[src/rtl/cnn_frame_scheduler.sv]
// cnn_frame_scheduler: schedules CNN inferences on a periodic timer or a
// one-shot trigger, streams one frame of source pixels into the CNN engine,
// waits (bounded) for the classification result and keeps a 4-deep vote
// history that drives harvest_alert_o.
// Optional build feature: define CNN_SCHED_TESTPAT_EN to add test_mode_i,
// which replaces the source with an internal ramp (pixel_index*4).
module cnn_frame_scheduler #(
    parameter int unsigned PERIOD     = 1000,
    parameter int unsigned IMG_PIXELS = 64,
    parameter int unsigned TIMEOUT    = 255
) (
    input  logic       clk_i,
    input  logic       rst_n_i,
    input  logic       enable_i,
    input  logic       trigger_i,
`ifdef CNN_SCHED_TESTPAT_EN
    input  logic       test_mode_i,
`endif
    input  logic [7:0] src_data_i,
    input  logic       src_valid_i,
    output logic       src_ready_o,
    output logic       cnn_frame_start_o,
    output logic [7:0] cnn_pixel_o,
    output logic       cnn_pixel_valid_o,
    input  logic       cnn_ready_i,
    input  logic       cnn_class_i,
    input  logic [7:0] cnn_conf_i,
    output logic       result_valid_o,
    output logic       result_class_o,
    output logic [7:0] result_conf_o,
    output logic [7:0] frame_count_o,
    output logic       harvest_alert_o,
    output logic       timeout_err_o,
    output logic       busy_o
);

    localparam int unsigned TW = (PERIOD > 1) ? $clog2(PERIOD) : 1;
    localparam int unsigned PW = $clog2(IMG_PIXELS + 1);

    typedef enum logic [2:0] {IDLE, START, STREAM, WAIT, DONE} state_e;

    state_e        state_q;
    logic [TW-1:0] timer_q, timer_d;
    logic          pend_q, pend_d;
    logic          pend_tmr_q, pend_tmr_d;
    logic          tick;
    logic [PW-1:0] pix_cnt_q;
    logic [7:0]    wait_cnt_q;
    logic [3:0]    hist_q, hist_d;
    logic          frame_start_q;
    logic [7:0]    pixel_q;
    logic          pixel_valid_q;
    logic          res_valid_q;
    logic          res_class_q;
    logic [7:0]    res_conf_q;
    logic [7:0]    frame_cnt_q;
    logic          timeout_q;
    logic          gen_mode;
    logic          xfer;
    logic [7:0]    pix_in;

`ifdef CNN_SCHED_TESTPAT_EN
    logic [7:0] pix_idx8;
    assign pix_idx8 = 8'(pix_cnt_q);
    assign gen_mode = test_mode_i;
    assign pix_in   = test_mode_i ? (pix_idx8 << 2) : src_data_i;
`else
    assign gen_mode = 1'b0;
    assign pix_in   = src_data_i;
`endif

    assign src_ready_o = (state_q == STREAM) && !gen_mode;
    assign xfer        = (state_q == STREAM) && (gen_mode || src_valid_i);
    assign tick        = enable_i && (timer_q == TW'(PERIOD - 1));
    assign hist_d      = {hist_q[2:0], cnn_class_i};

    // Timer wrap and one-deep pending request; a request landing on the
    // IDLE->START clear cycle re-arms pending instead of being lost.
    always_comb begin
        timer_d    = '0;
        pend_d     = pend_q;
        pend_tmr_d = pend_tmr_q;
        if (enable_i && !tick) begin
            timer_d = timer_q + 1'b1;
        end
        if (!enable_i && pend_q && pend_tmr_q) begin
            pend_d     = 1'b0;
            pend_tmr_d = 1'b0;
        end
        if ((state_q == IDLE) && pend_q) begin
            pend_d     = 1'b0;
            pend_tmr_d = 1'b0;
        end
        if (!pend_d) begin
            if (trigger_i) begin
                pend_d     = 1'b1;
                pend_tmr_d = 1'b0;
            end else if (tick) begin
                pend_d     = 1'b1;
                pend_tmr_d = 1'b1;
            end
        end
    end

    // Timer and pending request registers.
    always_ff @(posedge clk_i or negedge rst_n_i) begin
        if (!rst_n_i) begin
            timer_q    <= '0;
            pend_q     <= 1'b0;
            pend_tmr_q <= 1'b0;
        end else begin
            timer_q    <= timer_d;
            pend_q     <= pend_d;
            pend_tmr_q <= pend_tmr_d;
        end
    end

    // Frame FSM with registered CNN-side and result outputs.
    always_ff @(posedge clk_i or negedge rst_n_i) begin
        if (!rst_n_i) begin
            state_q       <= IDLE;
            pix_cnt_q     <= '0;
            wait_cnt_q    <= '0;
            hist_q        <= '0;
            frame_start_q <= 1'b0;
            pixel_q       <= '0;
            pixel_valid_q <= 1'b0;
            res_valid_q   <= 1'b0;
            res_class_q   <= 1'b0;
            res_conf_q    <= '0;
            frame_cnt_q   <= '0;
            timeout_q     <= 1'b0;
        end else begin
            frame_start_q <= 1'b0;
            pixel_valid_q <= 1'b0;
            res_valid_q   <= 1'b0;
            case (state_q)
                IDLE: begin
                    if (pend_q) begin
                        state_q       <= START;
                        frame_start_q <= 1'b1;
                    end
                end
                START: begin
                    pix_cnt_q <= '0;
                    state_q   <= STREAM;
                end
                STREAM: begin
                    if (xfer) begin
                        pixel_q       <= pix_in;
                        pixel_valid_q <= 1'b1;
                        pix_cnt_q     <= pix_cnt_q + 1'b1;
                        if (pix_cnt_q == PW'(IMG_PIXELS - 1)) begin
                            state_q    <= WAIT;
                            wait_cnt_q <= '0;
                        end
                    end
                end
                WAIT: begin
                    if (cnn_ready_i) begin
                        res_valid_q <= 1'b1;
                        res_class_q <= cnn_class_i;
                        res_conf_q  <= cnn_conf_i;
                        frame_cnt_q <= frame_cnt_q + 1'b1;
                        hist_q      <= hist_d;
                        state_q     <= DONE;
                    end else if (wait_cnt_q == 8'(TIMEOUT)) begin
                        timeout_q <= 1'b1;
                        state_q   <= IDLE;
                    end else begin
                        wait_cnt_q <= wait_cnt_q + 1'b1;
                    end
                end
                DONE: begin
                    state_q <= IDLE;
                end
                default: begin
                    state_q <= IDLE;
                end
            endcase
        end
    end

    assign cnn_frame_start_o = frame_start_q;
    assign cnn_pixel_o       = pixel_q;
    assign cnn_pixel_valid_o = pixel_valid_q;
    assign result_valid_o    = res_valid_q;
    assign result_class_o    = res_class_q;
    assign result_conf_o     = res_conf_q;
    assign frame_count_o     = frame_cnt_q;
    assign harvest_alert_o   = ($countones(hist_q) >= 3);
    assign timeout_err_o     = timeout_q;
    assign busy_o            = (state_q != IDLE);

endmodule

[config.mk]
export PLATFORM = sky130hd
export DESIGN_NAME = cnn_frame_scheduler
export DESIGN_NICKNAME = d
export VERILOG_FILES = /design/src/rtl/cnn_frame_scheduler.sv
export SDC_FILE = /design/constraint.sdc
export NUM_CORES = 1
export LEC_CHECK = 0
export ABC_AREA = 1
export ABC_CLOCK_PERIOD_IN_PS = 2900
export BUFFER_PORTS_ARGS = -buffer_cell sky130_fd_sc_hd__clkbuf_2
export CAP_MARGIN = 30
export CORE_MARGIN = 3
export CORE_UTILIZATION = 60
export CTS_CLUSTER_DIAMETER = 40
export DETAILED_ROUTE_END_ITERATION = 8
export PLACE_DENSITY_LB_ADDON = 0.12
export RECOVER_POWER = 25
export REMOVE_ABC_BUFFERS = 1
export SLEW_MARGIN = 10
export SYNTH_ARGS = -nofsm -noshare
export SYNTH_HDL_FRONTEND = slang
export SYNTH_SLANG_ARGS = --single-unit
[constraint.sdc]
create_clock -name clk_i -period 2.9 [get_ports clk_i]
set_clock_uncertainty 0.2 [all_clocks]
set_input_delay 0 -clock clk_i [delete_from_list [all_inputs] [get_ports clk_i]]
set_output_delay 0 -clock clk_i [all_outputs]
set_load 0.03 [all_outputs]
Word-level counts from Yosys, hierarchy flattened
Cells that the tools add are included.
- logic and storage cells: 84
- bits of input ports: 23
- flip-flop bits (word level): 63
- output and inout bits: 32
- $lt $le $gt $ge: 1
- muxes and demuxes: 30
- add/subtract/negate cells: 7
- equal/unequal tests: 12
- reductions and logical operators: 18
- bitwise operators: 1
- operators with widths (cell ; number):
    $mux 8 ; 4
    $add 8x1->8 const B ; 2
    $mux 1 ; 16
    $pmux 8 s2 ; 1
    $mux 3 ; 5
    $pmux 7 s2 ; 1
    $pmux 3 s4 ; 1
    $add 10x1->10 const B ; 1
    $eq 10x10->1 const B ; 1
    $mux 10 ; 1
    $eq 8x8->1 const B ; 1
    $add 7x1->7 const B ; 1
    $eq 7x6->1 const B ; 1
    $mux 7 ; 1
    $eq 3x2->1 const B ; 2
    $logic_and 1x1->1 ; 6
    $ne 2x2->1 const B ; 3
    $reduce_and 2->1 ; 3
    $reduce_and 5->1 ; 1
    $add 1x1->2 ; 2
    $ne 2x1->1 const B ; 2
    $reduce_and 4->1 ; 1
    $reduce_bool 2->1 ; 2
    $add 2x2->3 ; 1
    other kinds (8) ; 9

Logic depth before layout (Yosys ltp)
- depth in word-level cells: 8
- mapped depth: 9
- gate-level depth less buffers: 9

Least setup slack after synthesis
OpenSTA, ideal clock, no wires.
- path type: flip-flop to output port
- start: register hist_q[0]
- end: output harvest_alert_o
- cell stages (with the launch flop): 7
- arrival: 1.889 ns
- buffers on the path: 0
- required time: 2.700 ns
- slack: 0.811 ns
- path through: dfrtp_1 -> inv_1 -> fa_1 -> inv_1 -> ha_1 -> ha_1 -> a21o_1
- longest elaborated chain between the ends: 3
- RTL lines (element ; RTL line ; text):
    start: declaration ; 49 ; logic [3:0] hist_q, hist_d;
    start signal: assignment ; 165 ; hist_q <= hist_d;
    $add 1x1->2 (not written as such) ; 191 ; assign harvest_alert_o = ($countones(hist_q) >= 3);
    $add 2x2->3 (not written as such) ; 191 ;
    $ge 3x2->1 ; 191 ;
    end: declaration ; 32 ; output logic harvest_alert_o,
Every way passes these cells.

Worst setup path in the final report
- start: register state_q[0]
- end: register pend_q
- longest elaborated chain between the ends: 4
- RTL lines (element ; RTL line ; text):
    start: declaration ; 42 ; state_e state_q;
    start signal: assignment ; 121 ; state_q <= IDLE;
    start signal: assignment ; 140 ; state_q <= START;
    start signal: assignment ; 146 ; state_q <= STREAM;
    $logic_not 3->1 ; 90 ; if ((state_q == IDLE) && pend_q) begin
    $logic_and 1x1->1 ; 90 ;
    $mux 1 ; 90 ;
    $mux 1 ; 94 ; if (!pend_d) begin
    net pend_d ; 44 ; logic pend_q, pend_d;
    end signal: assignment ; 113 ; pend_q <= pend_d;
    end: declaration ; 44 ;
The timed path passes the listed nets, and every way through them passes these cells.
A chain may end at the register's enable or synchronous reset.

==> flow_metrics.py <==
metrics = {
    "finish": {
        "drive_gt1_frac": 0.1266,
        "finalInstanceArea_um2": 3909,
        "nNetsFinal": 500,
        "antenna-diode-count": 0,
        "layoutNonFillerInstCount": 541,
        "area.growth.synth_to_final_pct": 29.30,
    },
    "yosys": {
        "synth_edf_count": 0,
        "yosysTopAreaCell": "dfrtp_1",
        "async_reset_ff_frac": 1.000,
        "synthTopCellsByArea": "dfrtp_1 (51%), nand2_1 (16%), nor2_1 (4.8%)",
        "synth_seq_cells": 62,
        "yosysMostFrequentCell": "nand2_1",
        "yosysTopAreaCellShare": 0.5132,
        "ys_seq_area_frac": 0.5132,
        "yosys_warnings": 0,
        "synth_cell_types": 32,
        "synth_area_um2": 3023,
        "ys.flop_type": "dfrtp_1",
        "avgSynthCellArea_um2": 8.237,
        "syn_inst": 367,
        "ys_top_cells_by_count": "nand2_1 (129), dfrtp_1 (62), nor2_1 (39)",
    },
    "sta": {
        "worst_pin_slew_ns": 1.826,
        "tns_ns": 0,
        "min_period_over_period": 0.8747,
        "slew_headroom": -0.2175,
        "hold_slack_ns": 0.2649,
        "setup_viol": 0,
        "max_freq_mhz": 394.2,
        "rsz0062_at_grt": "false",
        "period_needed_ns": 2.537,
        "finalHoldViolations": 0,
        "slew_viol_final": 34,
    },
    "route": {
        "first_pass_iters": 5,
        "routed_wl_um": 7314,
        "viasPerCell": 5.194,
        "post_drt_wl_per_cell_um": 13.52,
        "vias": 2810,
        "drt-initial-drc-count": 200,
        "antenna_left": 0,
        "drc_errors": 0,
    },
    "floorplan": {
        "dieHeight_um": 76.98,
        "rows": 25,
        "dieArea_um2": 5926,
        "die_w_um": 76.98,
        "io_pins": 55,
        "floorplan.initialDensity": 0.6316,
        "core_area_um2": 4786,
    },
    "cts": {
        "cts_root_buffer": "clkbuf_8",
        "clk_path_buf_depth": 2,
        "cts_buffers": 9,
        "clkSinkCount": 62,
        "clkSlewWorstSetupHoldPaths_ns": 0.06,
        "insertion_delay_ns": 0.34,
        "htreeDepth": 3,
        "tritoncts": "built",
    },
    "worst_setup_path": {
        "endpoint_kind": "flip-flop",
        "critPathLaunchType": "flip-flop",
        "arrival_ns": 2.56,
        "cp_max_fo": 4,
        "critPathKind": "reg -> reg",
        "worst_ep_required_time_ns": 2.92,
    },
    "run_status": {
        "violations": "max-capacitance violations, max-slew violations",
        "status": "finished, violations left",
    },
    "global_routing": {
        "grt_use_total": 0.2654,
        "antenna_found_initial": 0,
        "grt_max_degree": 35,
        "grt_overflow_total": 0,
        "grt_pass1_vias": 2833,
        "grt_pass1_wl_um": 12630,
    },
    "job": {
        "max_cap_viol_count": 1,
    },
    "place": {
        "gp_congestion": 0.8302,
        "placement.cell_area_um2": 3358,
        "placed_cells": 485,
        "port_buffers": 54,
        "dpl.hpwl_um": 4358,
    },
    "power": {
        "p_leak_nw": 2.010,
        "fin_total_pwr_mw": 3.374,
        "p_per_area_nw_per_um2": 863.2,
        "ir_drop_mv": 0.6803,
    },
    "worst_hold_path": {
        "min_path_type": "reg -> reg",
    },
}
placed cells by master, fill, tap and decap left out, types with 2 or more instances in the layout:
master           n
ha_1             6
inv_2            2
nand2_1        129
nor3_1           5
xor2_1           7
clkbuf_2        32
a21oi_1          5
dfrtp_1         62
clkbuf_1        25
nand3_1         26
xnor2_1          4
dlygate4sd3_1   41
nand3b_1         2
nor2_1          39
nand4_1          6
nand2_4          3
clkbuf_8        11
nand2_2          3
o21ai_0         13
inv_1           37
through the flow:
stage | util | setup WS (ns)
finish | 0.8167 | 0.3634
global route | 0.8167 | 0.1881
detailed placement | 0.7017 | 0.9120
global placement | 0.7017 | 0.9649
floorplan | - | 0.8107
CTS | 0.8225 | 0.4454
cell families after synthesis:
kind of cell | share of synthesized area
adder cells (fa/ha/maj) | 0.03146
buffers and inverters | 0.06250
flip-flops | 0.5132
AND/OR/NAND/NOR | 0.3162
XOR/XNOR | 0.03187
AO/OA/AOI/OAI | 0.04470
registers in the layout, summed over array words and instances, names as in the netlist, 3 cells and up:
register	cells
timer_q	10
hist_q	4
result_conf_o	8
frame_count_o	8
pix_cnt_q	7
state_q	3
cnn_pixel_o	8
wait_cnt_q	8
routing by layer:
metal,track usage,vias to the layer above,part of all wire
met5,0,-,0
met1,0.3279,1348,0.44
met4,0.1246,0,0.030
met3,0.05634,25,0.040
met2,0.4451,77,0.49
li1,-,1360,-
cell type report:
cell class	count	area, µm²
clock buffers	14	162.7
inverters	40	150.1
clock inverters	1	5.005
multi-input cells	261	1282
well taps	67	83.83
fillers	293	877.1
flip-flops and latches	62	1551
repair buffers	96	673.1
where the power goes:
part / switching (mW) / internal [mW] / total (mW) / leakage, nW
clock: 0.321 / 0.352 / 0.673 / 0.0865
combinational: 0.988 / 0.465 / 1.45 / 1.10
sequential: 0.167 / 1.08 / 1.25 / 0.820
total: 1.48 / 1.90 / 3.37 / 2.01
final timing paths:
kind	from	to	slack, ns	depth (start not counted)
worst min-delay path	timeout_err_o$_DFFE_PN0P_	timeout_err_o$_DFFE_PN0P_	0.26	1
worst min register to register	timeout_err_o$_DFFE_PN0P_	timeout_err_o$_DFFE_PN0P_	0.26	1
max in group asynchronous	rst_n_i	timer_q[1]$_DFF_PN0_	0.96	2
worst max-delay path	state_q[0]$_DFFE_PN0P_	pend_q$_DFF_PN0_	0.36	8
min in group asynchronous	rst_n_i	cnn_pixel_o[0]$_DFFE_PN0P_	0.49	2
worst max register to register	state_q[0]$_DFFE_PN0P_	pend_q$_DFF_PN0_	0.36	8
critical path: stages (launching register included):
cell and delay, ns:
dfrtp_1 0.41, nor2_1 0.24, nand2_1 0.11, nand2_1 0.11, a21oi_1 0.07, nor2_1 0.12
dlygate4sd3_1 0.55, o21ai_0 0.06, dlygate4sd3_1 0.55
timing repair:
| item | CTS | global route |
|---|---|---|
| hold endpoints to repair | 73 | 0 |
| setup buffers | 0 | 0 |
| hold buffers | 41 | 0 |
| resized for setup | 0 | 0 |
Note: power is estimated with default switching activity, not from simulation.
